<file path="config.mk">
export PLATFORM = sky130hd
export DESIGN_NAME = parity_tx_arbiter
export DESIGN_NICKNAME = d
export VERILOG_FILES = /design/src/rtl/parity_tx_arbiter.sv
export SDC_FILE = /design/constraint.sdc
export NUM_CORES = 1
export LEC_CHECK = 0
export CELL_PAD_IN_SITES_DETAIL_PLACEMENT = 1
export CELL_PAD_IN_SITES_GLOBAL_PLACEMENT = 1
export CORE_MARGIN = 10
export CORE_UTILIZATION = 40
export CTS_BUF_LIST = sky130_fd_sc_hd__clkbuf_4 sky130_fd_sc_hd__clkbuf_8
export DETAILED_ROUTE_END_ITERATION = 10
export PLACE_DENSITY_LB_ADDON = 0.05
export SYNTH_ARGS = -nofsm -noshare
export SYNTH_HDL_FRONTEND = slang
export SYNTH_SLANG_ARGS = --single-unit
export TNS_END_PERCENT = 30
</file>
<file path="constraint.sdc">
create_clock -name clock -period 3.5 [get_ports clock]
set_input_delay 0.7 -clock clock [delete_from_list [all_inputs] [get_ports clock]]
set_output_delay 0.7 -clock clock [all_outputs]
set_load 0.01 [all_outputs]
</file>
<file path="src/rtl/parity_tx_arbiter.sv">
// ============================================================================
// parity_tx_arbiter : two-requester round-robin arbiter feeding an odd-parity
// 16-bit MSB-first serialiser; optional frameCount via PARITY_TX_FRAMECOUNT_EN.
// Revision: 1.0
// ============================================================================
`default_nettype none

module parity_tx_arbiter #(
    parameter int GAP_CYCLES = 1
) (
    input  logic        clock,
    input  logic        reset,
    input  logic        reqValid0,
    input  logic [14:0] reqData0,
    output logic        reqReady0,
    input  logic        reqValid1,
    input  logic [14:0] reqData1,
    output logic        reqReady1,
    output logic        serialOut,
    output logic        serialValid,
    output logic        frameStart,
    output logic        busy,
    output logic        lastGrant
`ifdef PARITY_TX_FRAMECOUNT_EN
    ,
    output logic [7:0]  frameCount
`endif
);

    localparam logic [1:0] S_IDLE  = 2'd0;
    localparam logic [1:0] S_SHIFT = 2'd1;
    localparam logic [1:0] S_GAP   = 2'd2;

    localparam logic [3:0] GAP_LAST = (GAP_CYCLES > 0) ? 4'(GAP_CYCLES - 1) : 4'd0;

    logic [1:0]  state_q, state_d;
    logic [15:0] shift_q, shift_d;
    logic [3:0]  bit_cnt_q, bit_cnt_d;
    logic [3:0]  gap_cnt_q, gap_cnt_d;
    logic        last_grant_q, last_grant_d;

    logic        grant0, grant1;
    logic        idle;
    logic [14:0] sel_data;

    assign idle = (state_q == S_IDLE);

    // On a tie the requester that was not served last wins; reset blocks any handshake.
    always_comb begin
        grant0 = 1'b0;
        grant1 = 1'b0;
        if (reqValid0 && reqValid1) begin
            grant1 = ~last_grant_q;
            grant0 = last_grant_q;
        end else begin
            grant0 = reqValid0;
            grant1 = reqValid1;
        end
    end

    assign reqReady0 = idle & grant0 & ~reset;
    assign reqReady1 = idle & grant1 & ~reset;
    assign sel_data  = reqReady0 ? reqData0 : reqData1;

    always_comb begin
        state_d      = state_q;
        shift_d      = shift_q;
        bit_cnt_d    = bit_cnt_q;
        gap_cnt_d    = gap_cnt_q;
        last_grant_d = last_grant_q;
        case (state_q)
            S_IDLE: begin
                if (reqReady0 || reqReady1) begin
                    shift_d      = {sel_data, ~(^sel_data)};
                    bit_cnt_d    = 4'd0;
                    last_grant_d = reqReady1;
                    state_d      = S_SHIFT;
                end
            end
            S_SHIFT: begin
                shift_d   = {shift_q[14:0], 1'b0};
                bit_cnt_d = bit_cnt_q + 4'd1;
                if (bit_cnt_q == 4'd15) begin
                    gap_cnt_d = 4'd0;
                    state_d   = (GAP_CYCLES == 0) ? S_IDLE : S_GAP;
                end
            end
            S_GAP: begin
                gap_cnt_d = gap_cnt_q + 4'd1;
                if (gap_cnt_q == GAP_LAST) begin
                    state_d = S_IDLE;
                end
            end
            default: begin
                state_d = S_IDLE;
            end
        endcase
    end

    always_ff @(posedge clock) begin
        if (reset) begin
            state_q      <= S_IDLE;
            shift_q      <= 16'd0;
            bit_cnt_q    <= 4'd0;
            gap_cnt_q    <= 4'd0;
            last_grant_q <= 1'b1;
        end else begin
            state_q      <= state_d;
            shift_q      <= shift_d;
            bit_cnt_q    <= bit_cnt_d;
            gap_cnt_q    <= gap_cnt_d;
            last_grant_q <= last_grant_d;
        end
    end

    assign serialValid = (state_q == S_SHIFT);
    assign serialOut   = serialValid & shift_q[15];
    assign frameStart  = serialValid & (bit_cnt_q == 4'd0);
    assign busy        = ~idle;
    assign lastGrant   = last_grant_q;

`ifdef PARITY_TX_FRAMECOUNT_EN
    logic [7:0] frame_count_q;
    logic       frame_done;

    // A frame counts as complete on the edge that retires bit 0.
    assign frame_done = (state_q == S_SHIFT) && (bit_cnt_q == 4'd15);

    always_ff @(posedge clock) begin
        if (reset) begin
            frame_count_q <= 8'd0;
        end else if (frame_done) begin
            frame_count_q <= frame_count_q + 8'd1;
        end
    end

    assign frameCount = frame_count_q;
`endif

endmodule

`default_nettype wire
</file>
==> summary.md, run 1 <==
| Metric | Value |
|---|---|
| Pre-antenna DRT Iters | `7` |
| Post-synth top flop | `dfxtp_1` |
| Mean post-synth cell area | `8.72 um2` |
| Tmin final | `2910 ps` |
| Worst Setup Start Kind | `input pin` |
| WP buf/inv | `2` |
| Hold buffers post-CTS | `0` |
| Max_slew headroom | `52.9%` |
| Clk buf depth | `2` |
| DRT iter0 DRCs | `101` |
| Gr ovfl total | `0` |
| Most common cell in the synthesized netlist | `dfxtp_1` |
| Vias in the first global route | `1,606` |
| Number of buffers inserted during clock tree synthesis | `3` |
| Routed len/inst | `18.0 um` |
| I/O pin cnt | `41` |
| Element type at the critical path end | `output port` |
| Actual slew at the worst max-slew pin | `699 ps` |
| Distinct cells, synth | `35` |
| Footprint of the multi-input gates | `911 um2` |
| WP data required | `2800 ps` |
| Max Slew Vio Count | `0` |
| CTS tree | `yes` |
| Clock H-tree levels | `1` |
| # diodes | `0` |
| Register clock-pin slew on the reported worst setup and hold paths | `100 ps` |
| Drt drc | `0` |
| Crit path kind | `input pin to output port` |
| Post-DP HPWL | `3670 um` |
| PortBufs | `40` |
| First-pass GRT wire length | `7380 um` |
| GRT Util Overall | `14.1%` |
| Slowest cell on crit path | `clkdlybuf4s50_1` |
| Layout cell share with drive strength beyond 1 | `6.54%` |
| Yosys top cell area share | `35.0%` |
| Routability congestion estimate | `0.772` |
| VDD IR max | `0.162 mV` |
| Core Area | `3690 um2` |
| Max Cap Viol | `0` |
| Die Width | `82.1 um` |
| Worst path max stage delay | `590 ps` |
| Pleak | `0.704 nW` |
| Final ANT Viol Nets | `0` |
| RSZ-0062 raised after global routing | `no` |
| CP top delay family | `buffers and inverters` |
| DRT Wirelength | `4720 um` |
| Hold/Removal Path Class | `flop to flop` |
| Synth warn | `0` |
| Synth top area cells | `dfxtp_1 35%, xnor2_1 13%, a222oi_1 8.4%` |
| Via count | `1,448` |
| Post-synth EDFFs | `0` |
| Area leader, netlist | `dfxtp_1` |
| Seq cells post-synth | `27` |
| Num rows | `22` |
| Worst Skew | `2.61 ps` |
| Fillers | `460` |
| Initial antenna violation count | `0` |
| Setup WS pre-CTS | `582 ps` |
| Clock sinks | `27` |
| Root buf cell | `clkbuf_8` |
| Worst-path maximum fanout | `4` |
| Final hold viol count | `0` |
| Post-synth top cells | `27 x dfxtp_1, 23 x xnor2_1, 21 x nand2_1, 19 x a21oi_1, 14 x nor2_1` |
| CP arrival | `2210 ps` |
| Syn_nets | `215` |
| # resized after CTS | `0` |
| Clock Latency Late Sink | `280 ps` |
| Asr flop ratio synth | `0%` |
| Vias per inst | `5.53` |
| Critical-path cell list | `clkdlybuf4s50_1 > nor3_2 > and3_1 > clkdlybuf4s50_1` |
| PD cells | `376 nW/um2` |
| Storage element area | `541 um2` |
| Fmax | `0.343 GHz` |
| Status | `completed` |
| Cells after synthesis | `177` |
| Mapped Area | `1540 um2` |
| Starting Density | `41.8%` |
| Die area | `6740 um2` |
| Syn-to-layout area delta | `30.0%` |
| Layout Utilization | `54.4%` |
| # setup viols final | `0` |
| Final worst setup slack | `589 ps` |
| Most frequent CP cell | `clkdlybuf4s50_1` |
| Register area share after synthesis | `35.0%` |
| Post-CTS Setup Bufs | `0` |
| Final setup TNS | `0 ps` |
| Pin count of the biggest net entering global routing | `28` |
| Period Utilization, post-route | `83.2%` |
| Die height | `82.1 um` |
| WHS | `463 ps` |
| Nets | `253` |
## where the power goes
group          leakage [nW]  total [mW]  switching (mW)  internal [mW]
Sequential            0.220       0.345          0.0154          0.329
Combinational         0.458       0.215           0.101          0.114
Clock                0.0262       0.195           0.105         0.0897
## kinds of logic after synthesis
logic type,share of synthesized area (%)
AND/OR/NAND/NOR,17.6
AO/OA/AOI/OAI,17.8
XOR/XNOR,17.0
flip-flops,35.0
buffers and inverters,5.92
multiplexers,3.33
adder cells (fa/ha/maj),3.24
## placed cells by master, fill, tap and decap left out, types with 4 or more instances in the layout
master | netlist | layout
a222oi_1 | 13 | 13
nand2_1 | 21 | 21
nand3_1 | 4 | 4
inv_1 | 5 | 5
mux2i_1 | 4 | 4
ha_1 | 4 | 4
a21oi_1 | 19 | 19
xor2_1 | 7 | 7
clkdlybuf4s50_1 | 0 | 40
nor2_1 | 14 | 14
xnor2_1 | 23 | 23
dfxtp_1 | 27 | 27
## per-layer routing
layer	routed length, um	global-route usage (%)	vias to the layer above
li1	-	-	703
met3	265	4.64	9
met5	0	0	-
met1	1930	14.9	702
met2	2420	25.2	34
met4	101	5.61	0
## area by class of cell
cell class / instances / area share, %
Sequential cell: 27 / 26.9
Timing Repair Buffer: 43 / 21.1
Tap cell: 48 / 2.99
Multi-Input combinational cell: 134 / 45.4
Clock buffer: 4 / 2.43
Inverter: 6 / 1.12
## sequential cells by signal, summed over array words and instances, names as in the netlist
signal,count
shift_q,16
bit_cnt_q,4
gap_cnt_q,4
state_q,2
lastGrant,1
## per-stage QoR
stage	std cells	cell area, um2	total power [mW]
CTS	262	2010	0.758
floorplan	177	1540	0.482
global placement	258	1960	0.560
detailed placement	258	1960	0.568
global route	262	2010	0.791
finish	262	2010	0.754
## worst paths after layout
path	endpoint	from	slack, ps	cells past startpoint
max	reqReady0	reset	590	4
min reg2reg	shift_q[3]	shift_q[3]	460	2
max reg2reg	shift_q[11]	state_q[1]	1600	7
min	shift_q[3]	shift_q[3]	460	2
## worst min-delay path: cells and delay by family (launching register included)
kind	cells	cell delay, ps
AOI/OAI and AO/OA	1	50
DFF	1	320
and+or+nand+nor	1	50
(Power assumes the default switching activity.)
==> inputs of run 2 (changes only) <==
--- a/config.mk
+++ b/config.mk
@@ -8,7 +8,7 @@
 export CELL_PAD_IN_SITES_DETAIL_PLACEMENT = 1
 export CELL_PAD_IN_SITES_GLOBAL_PLACEMENT = 1
 export CORE_MARGIN = 10
-export CORE_UTILIZATION = 40
+export CORE_UTILIZATION = 33
 export CTS_BUF_LIST = sky130_fd_sc_hd__clkbuf_4 sky130_fd_sc_hd__clkbuf_8
 export DETAILED_ROUTE_END_ITERATION = 10
 export PLACE_DENSITY_LB_ADDON = 0.05
==> constraint.sdc (replaced) <==
create_clock -name clock -period 2.4 [get_ports clock]
set_input_delay 0.48 -clock clock [delete_from_list [all_inputs] [get_ports clock]]
set_output_delay 0.48 -clock clock [all_outputs]
set_load 0.01 [all_outputs]
==> run 2 against run 1 <==
  * Sequential share of layout area is 0.60 points lower
  * Largest power group unchanged
  * Core utilization is 8.1 points lower
  * The flow now finishes with violations (negative setup slack)
  * Setup slack worse by 610 ps
  * Sequential power is 46% higher
  * Critical path depth stayed put
  * Critical endpoint unchanged
==> summary.md, run 2 (same netlist as run 1, synthesis figures left out) <==
| Metric | Value |
|---|---|
| Status | `finished with violations` |
| Failing checks | `negative setup slack` |
| Commonest non-fill, non-tap cell in the layout | `clkdlybuf4s50_1` |
| Worst path max stage delay | `550 ps (-40 ps)` |
| Element type at the critical path end | `output port` |
| First-pass GRT wire length | `7940 um (+7.7%)` |
| Max Cap Viol | `0 (unchanged)` |
| Syn-to-layout area delta | `33.3%` |
| Clock sinks | `27 (unchanged)` |
| Via count | `1,472 (+1.7%)` |
| Core Area | `4440 um2 (+20%)` |
| PortBufs | `40 (unchanged)` |
| Clock Latency Late Sink | `270 ps (about the same)` |
| Pleak | `0.747 nW (+6.0%)` |
| CP top delay family | `buffers and inverters` |
| Worst Setup Start Kind | `input pin` |
| Critical-path cell list | `clkdlybuf4s50_1 > nor3_4 > and3_4 > clkdlybuf4s50_1` |
| Total power draw | `1.09 mW (+45%)` |
| Pin count of the biggest net entering global routing | `28 (unchanged)` |
| Clock share of power | `24.5% (-1.3 points)` |
| Routability congestion estimate | `0.801 (+3.8%)` |
| Worst-path maximum fanout | `4 (unchanged)` |
| Number of buffers inserted during clock tree synthesis | `3 (unchanged)` |
| Drt drc | `0 (unchanged)` |
| Crit path kind | `input pin to output port` |
| DRT Wirelength | `4760 um (+0.74%)` |
| # diodes | `0 (unchanged)` |
| Final hold viol count | `0 (unchanged)` |
| Net Sw Frac | `29.7% (+0.29 points)` |
| PD cells | `532 nW/um2 (+42%)` |
| Hold buffers post-CTS | `0 (unchanged)` |
| Clock H-tree levels | `1 (unchanged)` |
| Die height | `88.4 um (+7.6%)` |
| CP Depth | `4 (unchanged)` |
| Max FFs per register | `16 (unchanged)` |
| WP buf/inv | `2 (unchanged)` |
| Gr ovfl total | `0 (unchanged)` |
| Nets | `256 (+1.2%)` |
| GRT Util Overall | `12.7% (-1.4 points)` |
| Tmin final | `2420 ps` |
| Register clock-pin slew on the reported worst setup and hold paths | `100 ps (about the same)` |
| Largest regs | `shift_q: 16 flops, bit_cnt_q: 4 flops, gap_cnt_q: 4 flops` |
| Most frequent cells in the layout | `38 x clkdlybuf4s50_1, 26 x dfxtp_1, 23 x xnor2_1` |
| Vias per inst | `5.47 (-0.99%)` |
| Root buf cell | `clkbuf_8` |
| Vias in the first global route | `1,640 (+2.1%)` |
| CP arrival | `1940 ps (-270 ps)` |
| Clk buf depth | `2 (unchanged)` |
| Final cell area excluding filler cells | `2060 um2 (+2.5%)` |
| Period Utilization, post-route | `101%` |
| Most flops, register | `shift_q` |
| Layout cell share with drive strength beyond 1 | `9.22% (+2.7 points)` |
| Num rows | `24 (+9.1%)` |
| Worst Skew | `1.47 ps (-1.13 ps)` |
| Routed len/inst | `17.7 um (-1.9%)` |
| Post-DP HPWL | `3740 um (+1.9%)` |
| Worst hold stages | `2 (unchanged)` |
| # setup viols final | `1 (+1)` |
| Starting Density | `34.7% (-7.1 points)` |
| Max_slew headroom | `72.8% (+20 points)` |
| Final setup TNS | `-17.1 ps (-17.1 ps)` |
| Actual slew at the worst max-slew pin | `404 ps (-295 ps)` |
| DP Area | `1980 um2 (+1.4%)` |
| Final ANT Viol Nets | `0 (unchanged)` |
| Die area | `7810 um2 (+16%)` |
| Die Width | `88.4 um (+7.6%)` |
| DRT iter0 DRCs | `89 (-12%)` |
| WHS | `460 ps (-2.47 ps)` |
| Initial antenna violation count | `0 (unchanged)` |
| Int Pwr | `0.770 mW (+44%)` |
| RSZ-0062 raised after global routing | `yes` |
| Pre-antenna DRT Iters | `6 (-1)` |
| Power share of the sequential group | `46.0% (+0.3 points)` |
| Fmax | `0.414 GHz` |
| Final worst setup slack | `-17.1 ps (-606 ps)` |
| Switching pwr | `0.325 mW (+46%)` |
| VDD IR max | `0.212 mV (+31%)` |
| Max Slew Vio Count | `0 (unchanged)` |
| WP data required | `1920 ps (-880 ps)` |
| Most frequent CP cell | `clkdlybuf4s50_1` |
| CTS tree | `yes` |
| Comb pwr share | `29.6% (+1.1 points)` |
| I/O pin cnt | `41 (unchanged)` |
| Reg2reg path depth | `7 (unchanged)` |
| Fillers | `540 (+17%)` |
| Hold/Removal Path Class | `flop to flop` |
| Slowest cell on crit path | `clkdlybuf4s50_1` |
-- run 2: cell type report --
type / instances / area (um2) / area share (%)
Clock buffer: 3 / 41.3 / 2.01
Tap cell: 52 / 65.1 / 3.16
Clock inverter: 1 / 5.00 / 0.243
Timing Repair Buffer: 46 / 450 / 21.9
Inverter: 6 / 25.0 / 1.22
Multi-Input combinational cell: 134 / 927 / 45.1
Sequential cell: 27 / 542 / 26.4
-- run 2: path summary, 6_finish.rpt --
kind	startpoint	end	slack (ps)
min	shift_q[15]	shift_q[15]	460
min reg2reg	shift_q[15]	shift_q[15]	460
max	reset	reqReady0	-20
max reg2reg	state_q[1]	shift_q[12]	590
-- run 2: what timing repair did --
item                                    4_1_cts  5_1_grt
endpoints found under the setup margin        2        4
gates resized for setup                       2        8
setup buffers                                 0        0
-- run 2: worst reg2reg max path: cells and delay by family (launching register included) --
kind / cells / cell delay, ps
multiplexers: 1 / 220
buffers and inverters: 1 / 250
flip-flops: 1 / 380
AO/OA/AOI/OAI: 1 / 240
AND/OR/NAND/NOR: 4 / 620
-- run 2: per-layer routing --
| metal | vias to the layer above | routed length [um] | global-route usage, % |
|---|---|---|---|
| met5 | - | 0 | 0 |
| met4 | 0 | 22 | 3.82 |
| met3 | 2 | 221 | 2.94 |
| met2 | 35 | 2470 | 22.7 |
| met1 | 724 | 2040 | 14.7 |
| li1 | 711 | - | - |
-- run 2: stage by stage --
step / utilization [%] / std cells / worst slack, ps
2_1_floorplan: - / 177 / 704
3_3_place_gp: 44.7 / 265 / -68.4
3_5_place_dp: 44.7 / 265 / -73.1
4_1_cts: 45.7 / 269 / -48.5
5_1_grt: 46.3 / 269 / -64.9
6_report: 46.3 / 269 / -17.1
-- run 2: power groups by stage --
stage               sequential [mW]  clock (mW)  combinational (mW)
detailed placement            0.512           0               0.322
CTS                           0.502       0.280               0.325
global placement              0.512           0               0.316
global route                  0.507       0.298               0.356
finish                        0.503       0.268               0.324
floorplan                     0.505           0               0.198
